[config.mk]
export PLATFORM = sky130hd
export DESIGN_NAME = seven_seg_scan_driver
export DESIGN_NICKNAME = d
export VERILOG_FILES = /design/src/rtl/seven_seg_scan_driver.sv
export SDC_FILE = /design/constraint.sdc
export NUM_CORES = 1
export LEC_CHECK = 0
export ABC_AREA = 1
export BUFFER_PORTS_ARGS = -buffer_cell sky130_fd_sc_hd__buf_4
export CORE_MARGIN = 3
export CORE_UTILIZATION = 52
export CTS_CLUSTER_SIZE = 8
export DETAILED_ROUTE_END_ITERATION = 12
export PLACE_DENSITY = 0.75
export SLEW_MARGIN = 20
export SYNTH_ARGS = -nofsm -noshare
export SYNTH_HDL_FRONTEND = slang
export SYNTH_SLANG_ARGS = --single-unit
export TNS_END_PERCENT = 10
[constraint.sdc]
create_clock -name clk -period 3.25 [get_ports clk]
set_input_delay 0.8125 -clock clk [delete_from_list [all_inputs] [get_ports clk]]
set_output_delay 0.8125 -clock clk [all_outputs]
set_load 0.005 [all_outputs]
[src/rtl/seven_seg_scan_driver.sv]
`default_nettype none
// ============================================================================
// Module      : seven_seg_scan_driver
// Description : Time-multiplexed seven-segment driver with built-in hex
//               decoder, per-digit decimal point, PWM brightness, tear-free
//               frame-synchronous input capture and selectable polarity.
//               Optional blink feature under macro SEVEN_SEG_SCAN_BLINK_EN.
//
// Ports       : clk            - clock
//               reset          - asynchronous, active-high reset
//               values         - packed nibbles, nibble i drives digit i
//               dp             - decimal point per digit, 1 = lit
//               display_enable - 0 = digit permanently dark
//               brightness     - 0 = dark, all ones = brightest
//               blink_mask     - 1 = digit blinks (SEVEN_SEG_SCAN_BLINK_EN only)
//               segments       - {g,f,e,d,c,b,a}, registered
//               dp_out         - decimal point of the active digit, registered
//               enable         - one-hot (or none) digit select, registered
//
// Revision    : 1.0 - initial release
// ============================================================================
module seven_seg_scan_driver #(
    parameter int DISPLAY_COUNT = 8,
    parameter int SOURCE_FREQ   = 100_000_000,
    parameter int SCAN_FREQ     = 1_000,
    parameter int BRIGHT_BITS   = 3,
    parameter int ACTIVE_LOW    = 1,
    parameter int BLINK_FRAMES  = 64
) (
    input  logic                       clk,
    input  logic                       reset,
    input  logic [4*DISPLAY_COUNT-1:0] values,
    input  logic [DISPLAY_COUNT-1:0]   dp,
    input  logic [DISPLAY_COUNT-1:0]   display_enable,
    input  logic [BRIGHT_BITS-1:0]     brightness,
`ifdef SEVEN_SEG_SCAN_BLINK_EN
    input  logic [DISPLAY_COUNT-1:0]   blink_mask,
`endif
    output logic [6:0]                 segments,
    output logic                       dp_out,
    output logic [DISPLAY_COUNT-1:0]   enable
);

    // ------------------------------------------------------------------------
    // Derived constants
    // ------------------------------------------------------------------------
    localparam int c_tick_div = SOURCE_FREQ / SCAN_FREQ;
    localparam int c_sub_div  = c_tick_div >> BRIGHT_BITS;
    localparam int c_sub_w    = (c_sub_div > 1) ? $clog2(c_sub_div) : 1;
    localparam int c_idx_w    = (DISPLAY_COUNT > 1) ? $clog2(DISPLAY_COUNT) : 1;

    localparam logic [c_sub_w-1:0]       c_sub_last = c_sub_w'(c_sub_div - 1);
    localparam logic [c_idx_w-1:0]       c_idx_last = c_idx_w'(DISPLAY_COUNT - 1);
    localparam logic [DISPLAY_COUNT-1:0] c_en_one   = DISPLAY_COUNT'(1);

    // Inversion masks: XOR-ing the active-high form with these yields the
    // pin-level form; they are also the "everything off" pin values.
    localparam logic [6:0]               c_seg_off = (ACTIVE_LOW != 0) ? 7'h7F : 7'h00;
    localparam logic                     c_dp_off  = (ACTIVE_LOW != 0);
    localparam logic [DISPLAY_COUNT-1:0] c_en_off  = (ACTIVE_LOW != 0) ? '1 : '0;

    // ------------------------------------------------------------------------
    // Elaboration-time parameter checks
    // ------------------------------------------------------------------------
    if (c_sub_div < 1) begin : g_sub_div_check
        $error("seven_seg_scan_driver: SOURCE_FREQ/SCAN_FREQ too small for BRIGHT_BITS");
    end
    if (DISPLAY_COUNT < 2) begin : g_count_check
        $error("seven_seg_scan_driver: DISPLAY_COUNT must be >= 2");
    end
    if (BLINK_FRAMES < 1) begin : g_blink_check
        $error("seven_seg_scan_driver: BLINK_FRAMES must be >= 1");
    end

    // ------------------------------------------------------------------------
    // Scan counters: sub_cnt -> phase -> idx
    // ------------------------------------------------------------------------
    logic [c_sub_w-1:0]     r_sub_cnt;
    logic [BRIGHT_BITS-1:0] r_phase;
    logic [c_idx_w-1:0]     r_idx;
    logic                   r_first;     // forces a capture on the first clk after reset

    logic w_sub_end;
    logic w_slot_end;
    logic w_frame_wrap;
    logic w_capture;

    assign w_sub_end    = (r_sub_cnt == c_sub_last);
    assign w_slot_end   = w_sub_end && (r_phase == {BRIGHT_BITS{1'b1}});
    assign w_frame_wrap = w_slot_end && (r_idx == c_idx_last);
    assign w_capture    = w_frame_wrap || r_first;

    always_ff @(posedge clk or posedge reset) begin
        if (reset) begin
            r_sub_cnt <= '0;
            r_phase   <= '0;
            r_idx     <= '0;
            r_first   <= 1'b1;
        end else begin
            r_first <= 1'b0;
            if (w_sub_end) begin
                r_sub_cnt <= '0;
                r_phase   <= r_phase + 1'b1;   // wraps naturally at 2**BRIGHT_BITS
            end else begin
                r_sub_cnt <= r_sub_cnt + 1'b1;
            end
            if (w_slot_end) begin
                r_idx <= w_frame_wrap ? '0 : r_idx + 1'b1;
            end
        end
    end

    // ------------------------------------------------------------------------
    // Shadow registers: every display decision reads only these, so a frame
    // always shows one consistent snapshot of the inputs.
    // ------------------------------------------------------------------------
    logic [4*DISPLAY_COUNT-1:0] r_sh_values;
    logic [DISPLAY_COUNT-1:0]   r_sh_dp;
    logic [DISPLAY_COUNT-1:0]   r_sh_en;
    logic [BRIGHT_BITS-1:0]     r_sh_bright;

    always_ff @(posedge clk or posedge reset) begin
        if (reset) begin
            r_sh_values <= '0;
            r_sh_dp     <= '0;
            r_sh_en     <= '0;
            r_sh_bright <= '0;
        end else if (w_capture) begin
            r_sh_values <= values;
            r_sh_dp     <= dp;
            r_sh_en     <= display_enable;
            r_sh_bright <= brightness;
        end
    end

    // ------------------------------------------------------------------------
    // Blink: frame counter toggles the blink state every BLINK_FRAMES frames
    // ------------------------------------------------------------------------
    logic w_blink_off;

`ifdef SEVEN_SEG_SCAN_BLINK_EN
    localparam int c_frame_w = (BLINK_FRAMES > 1) ? $clog2(BLINK_FRAMES) : 1;
    localparam logic [c_frame_w-1:0] c_frame_last = c_frame_w'(BLINK_FRAMES - 1);

    logic [c_frame_w-1:0]     r_frame_cnt;
    logic                     r_blink_off;
    logic [DISPLAY_COUNT-1:0] r_sh_blink;

    always_ff @(posedge clk or posedge reset) begin
        if (reset) begin
            r_frame_cnt <= '0;
            r_blink_off <= 1'b0;
            r_sh_blink  <= '0;
        end else begin
            if (w_capture) begin
                r_sh_blink <= blink_mask;
            end
            // Only real frame wraps count; the post-reset capture does not.
            if (w_frame_wrap) begin
                if (r_frame_cnt == c_frame_last) begin
                    r_frame_cnt <= '0;
                    r_blink_off <= ~r_blink_off;
                end else begin
                    r_frame_cnt <= r_frame_cnt + 1'b1;
                end
            end
        end
    end

    assign w_blink_off = r_blink_off && r_sh_blink[r_idx];
`else
    assign w_blink_off = 1'b0;
`endif

    // ------------------------------------------------------------------------
    // Hex decoder (active-high form, segments[0] = a)
    // ------------------------------------------------------------------------
    function automatic logic [6:0] hex_to_seg(input logic [3:0] nib);
        logic [6:0] seg;
        case (nib)
            4'h0: seg = 7'h3F;
            4'h1: seg = 7'h06;
            4'h2: seg = 7'h5B;
            4'h3: seg = 7'h4F;
            4'h4: seg = 7'h66;
            4'h5: seg = 7'h6D;
            4'h6: seg = 7'h7D;
            4'h7: seg = 7'h07;
            4'h8: seg = 7'h7F;
            4'h9: seg = 7'h6F;
            4'hA: seg = 7'h77;
            4'hB: seg = 7'h7C;
            4'hC: seg = 7'h39;
            4'hD: seg = 7'h5E;
            4'hE: seg = 7'h79;
            default: seg = 7'h71;
        endcase
        return seg;
    endfunction

    // ------------------------------------------------------------------------
    // Digit-on decision. Phase 0 is always dark so the previous digit's
    // pattern never ghosts onto the next one at a slot switch.
    // ------------------------------------------------------------------------
    logic [3:0] w_nibble;
    logic       w_on;

    assign w_nibble = r_sh_values[{r_idx, 2'b00} +: 4];
    assign w_on     = r_sh_en[r_idx]
                   && (r_phase != '0)
                   && (r_phase <= r_sh_bright)
                   && !w_blink_off;

    // ------------------------------------------------------------------------
    // Registered pin outputs, forced inactive asynchronously on reset
    // ------------------------------------------------------------------------
    always_ff @(posedge clk or posedge reset) begin
        if (reset) begin
            segments <= c_seg_off;
            dp_out   <= c_dp_off;
            enable   <= c_en_off;
        end else if (w_on) begin
            segments <= hex_to_seg(w_nibble) ^ c_seg_off;
            dp_out   <= r_sh_dp[r_idx] ^ c_dp_off;
            enable   <= (c_en_one << r_idx) ^ c_en_off;
        end else begin
            segments <= c_seg_off;
            dp_out   <= c_dp_off;
            enable   <= c_en_off;
        end
    end

endmodule
`default_nettype wire
==> results.json <==
{
  "status": "finished, final reports clean",
  "ios": 69,
  "syn2layout_area_growth_pct": 15.67,
  "rows": 33,
  "worstSetupEndpointType": "flop",
  "synth_area_leaders": "dfrtp_1, nand2_1, dfstp_2",
  "path_class": "flop to flop",
  "vias": 3658,
  "drt_iter0_drc": 240,
  "vdd_drop_max_v": 0.0001893,
  "ys_seq_elements": 88,
  "worstMarginPinSlew_ps": 708.5,
  "final_area_um2": 5310,
  "max_stage_delay_ps": 550,
  "pre_cts_slack_ps": 817.8,
  "p_per_area_nw_per_um2": 398.6,
  "layout.nets": 685,
  "fin_crit_ps": 2499,
  "crit_chain": "buf_4, inv_1, nand2_1, nand3_1, nand3_1, nand2_1, inv_1, ha_1, nand3_1, nand2_1, nand2_1, nand3_1",
  "hpwl_um": 6673,
  "cp-start-kind": "flop",
  "fin_worst_skew_ps": 10.35,
  "power_w": 0.002117,
  "core_area_um2": 8382,
  "synth.largest_area_cell": "dfrtp_1",
  "drt-wirelength-per-cell_um": 12.78,
  "hold_buffers": 0,
  "combPwrFrac": 0.131,
  "post-route-period-util": 0.7690,
  "fmax_mhz": 400.1,
  "setup_tns_ps": 0,
  "ant_nets": 0,
  "cts-resized-gates": 0,
  "ys.flop_type": "dfrtp_1",
  "die_h_um": 99.96,
  "cts-root-buf": "clkbuf_8",
  "grt_remaining_overflow": 0,
  "start_util": 0.5477,
  "grt_usage": 0.1963,
  "rsz0062_at_grt": "false",
  "clk_pin_slew_worst_paths_ps": 80,
  "viasPerCell": 5.059,
  "drt-total-wl_um": 9242,
  "antenna_found_initial": 0,
  "critical_path_arrival_ps": 2760,
  "syn_area_um2": 4591,
  "slowest_stage": "inv_1",
  "ys_types": 36,
  "drive_gt1_frac": 0.2508,
  "fp.dieW_um": 99.96,
  "seq_area_frac_synth": 0.4843,
  "path_buf_inv": 3,
  "p_seq_frac": 0.554,
  "post_dp_cell_area_um2": 5142,
  "grt_pass1_wl_um": 16070,
  "dr.pass1.iters": 5,
  "holdWs_ps": 481.4,
  "syn-num-nets": 620,
  "p_leak_nw": 2.789,
  "critical_path.top_delay_family": "buffers and inverters",
  "syn_area_per_cell_um2": 8.377,
  "cap_violations": 0,
  "drv_slew": 0,
  "die-area_um2": 9992,
  "power_frac_clock": 0.314,
  "p_int_w": 0.001563,
  "clk_path_buf_depth": 2,
  "route.detailed.drc": 0,
  "fin_ws_ps": 750.7,
  "worstPathRequired_ps": 3510,
  "cts.sinks": 88,
  "slew_headroom": 0.5271,
  "yosysWarningCount": 0,
  "numCtsBuffers": 9,
  "gp_congestion": 0.8812,
  "synthCells": 548,
  "io_buffers": 68,
  "n_antenna_cell": 0,
  "grt_pass1_vias": 3537,
  "switching_share": 0.2617,
  "grt_max_degree": 89,
  "async_reset_ff_frac": 1.000,
  "min_path_type": "flop to flop",
  "setup_viol": 0,
  "synth_edf_count": 0,
  "clk_latency_ps": 350,
  "switchingPower_w": 0.0005539,
  "htree_levels": 3,
  "cts_setup_buffers": 0,
  "tritoncts": "done",
  "hold_viol_final": 0,
  "synth.top_cell.area_share": 0.3870,
  "critPathMaxFanout": 26
}
placed cells by master (no fill, tap or decap), types with 8 or more instances in the layout:
cell type | Yosys | routed
a21oi_1 | 8 | 8
buf_4 | 2 | 73
inv_1 | 64 | 63
nor2_1 | 27 | 27
dfrtp_1 | 71 | 71
ha_1 | 19 | 19
nand2_1 | 171 | 171
o21ai_2 | 29 | 29
dfstp_2 | 17 | 17
nand3_1 | 63 | 63
o21ai_0 | 15 | 15
nand2_2 | 10 | 10
clkbuf_8 | 0 | 10
synthesized netlist by cell type (4+ instances only):
cell	number
xor2_1	5
nor3_1	4
inv_1	64
nor2_1	27
nand2_2	10
dfstp_2	17
inv_2	5
buf_2	8
ha_1	19
o21ai_2	29
o21ai_0	15
nand3_1	63
a21oi_1	8
buf_6	4
nand4_1	5
nand2_1	171
dfrtp_1	71
metal layers:
layer	track usage	up-vias	routed length, um
li1	-	1845	-
met1	0.2759	1692	4227
met2	0.3171	107	4453
met3	0.02988	14	447
met4	0.05777	0	114
met5	0	-	0
worst register-to-register path, delay by kind of cell, from the launching register on:
family	cells	cell delay [ps]
adder cells (fa/ha/maj)	1	210
AND/OR/NAND/NOR	8	850
buffers and inverters	3	910
flip-flops	1	450
area by class of cell:
cell class / instances / area (um2)
fill: 731 / 3072
timing repair buffer: 75 / 588.1
clock inverter: 4 / 22.52
clock buffer: 12 / 145.1
multi-input combinational: 369 / 1936
tap: 105 / 131.4
inverter: 70 / 264.0
sequential: 88 / 2223
power groups by stage:
stage | combinational (W) | sequential, W | clock [W]
final | 0.000278 | 0.00117 | 0.000665
after global routing | 0.000319 | 0.00118 | 0.000721
after CTS | 0.000281 | 0.00117 | 0.000686
after detailed placement | 0.000279 | 0.00119 | 0
after global placement | 0.000272 | 0.00119 | 0
after floorplan | 0.000194 | 0.00119 | 0
path summary, 6_finish.rpt:
| kind | from | endpoint | slack [ps] | cells after the start |
|---|---|---|---|---|
| max in group asynchronous | reset | r_first | 2300 | 3 |
| hold / removal | r_sub_cnt[0] | r_sub_cnt[0] | 480 | 1 |
| setup / recovery | r_idx[0] | segments[6] | 750 | 12 |
| setup reg to reg | r_idx[0] | segments[6] | 750 | 12 |
| min in group asynchronous | reset | r_sh_values[2] | 560 | 3 |
| hold reg to reg | r_sub_cnt[0] | r_sub_cnt[0] | 480 | 1 |
stage by stage:
stage	cells	util
after floorplan	548	-
after global placement	707	0.6135
after detailed placement	707	0.6135
after CTS	723	0.6335
after global routing	723	0.6335
final	723	0.6335
kinds of logic (layout without fill, tap and decap cells):
kind of cell,after synthesis,in the layout,synth area share
buffers and inverters,91,161,0.09403
and+or+nand+nor,287,287,0.2706
other,1,1,0.0008169
xor gates and xnor gates,6,6,0.01145
AOI/OAI and AO/OA,56,56,0.08694
adders and majority gates,19,19,0.05179
DFF,88,88,0.4843
registers in the layout, indices dropped and copies added (netlist names), 7 cells and up:
| register | cells |
|---|---|
| segments | 7 |
| r_sh_dp | 8 |
| r_sh_en | 8 |
| r_sub_cnt | 14 |
| r_sh_values | 32 |
| enable | 8 |
Power figures use the tool's default switching activity.
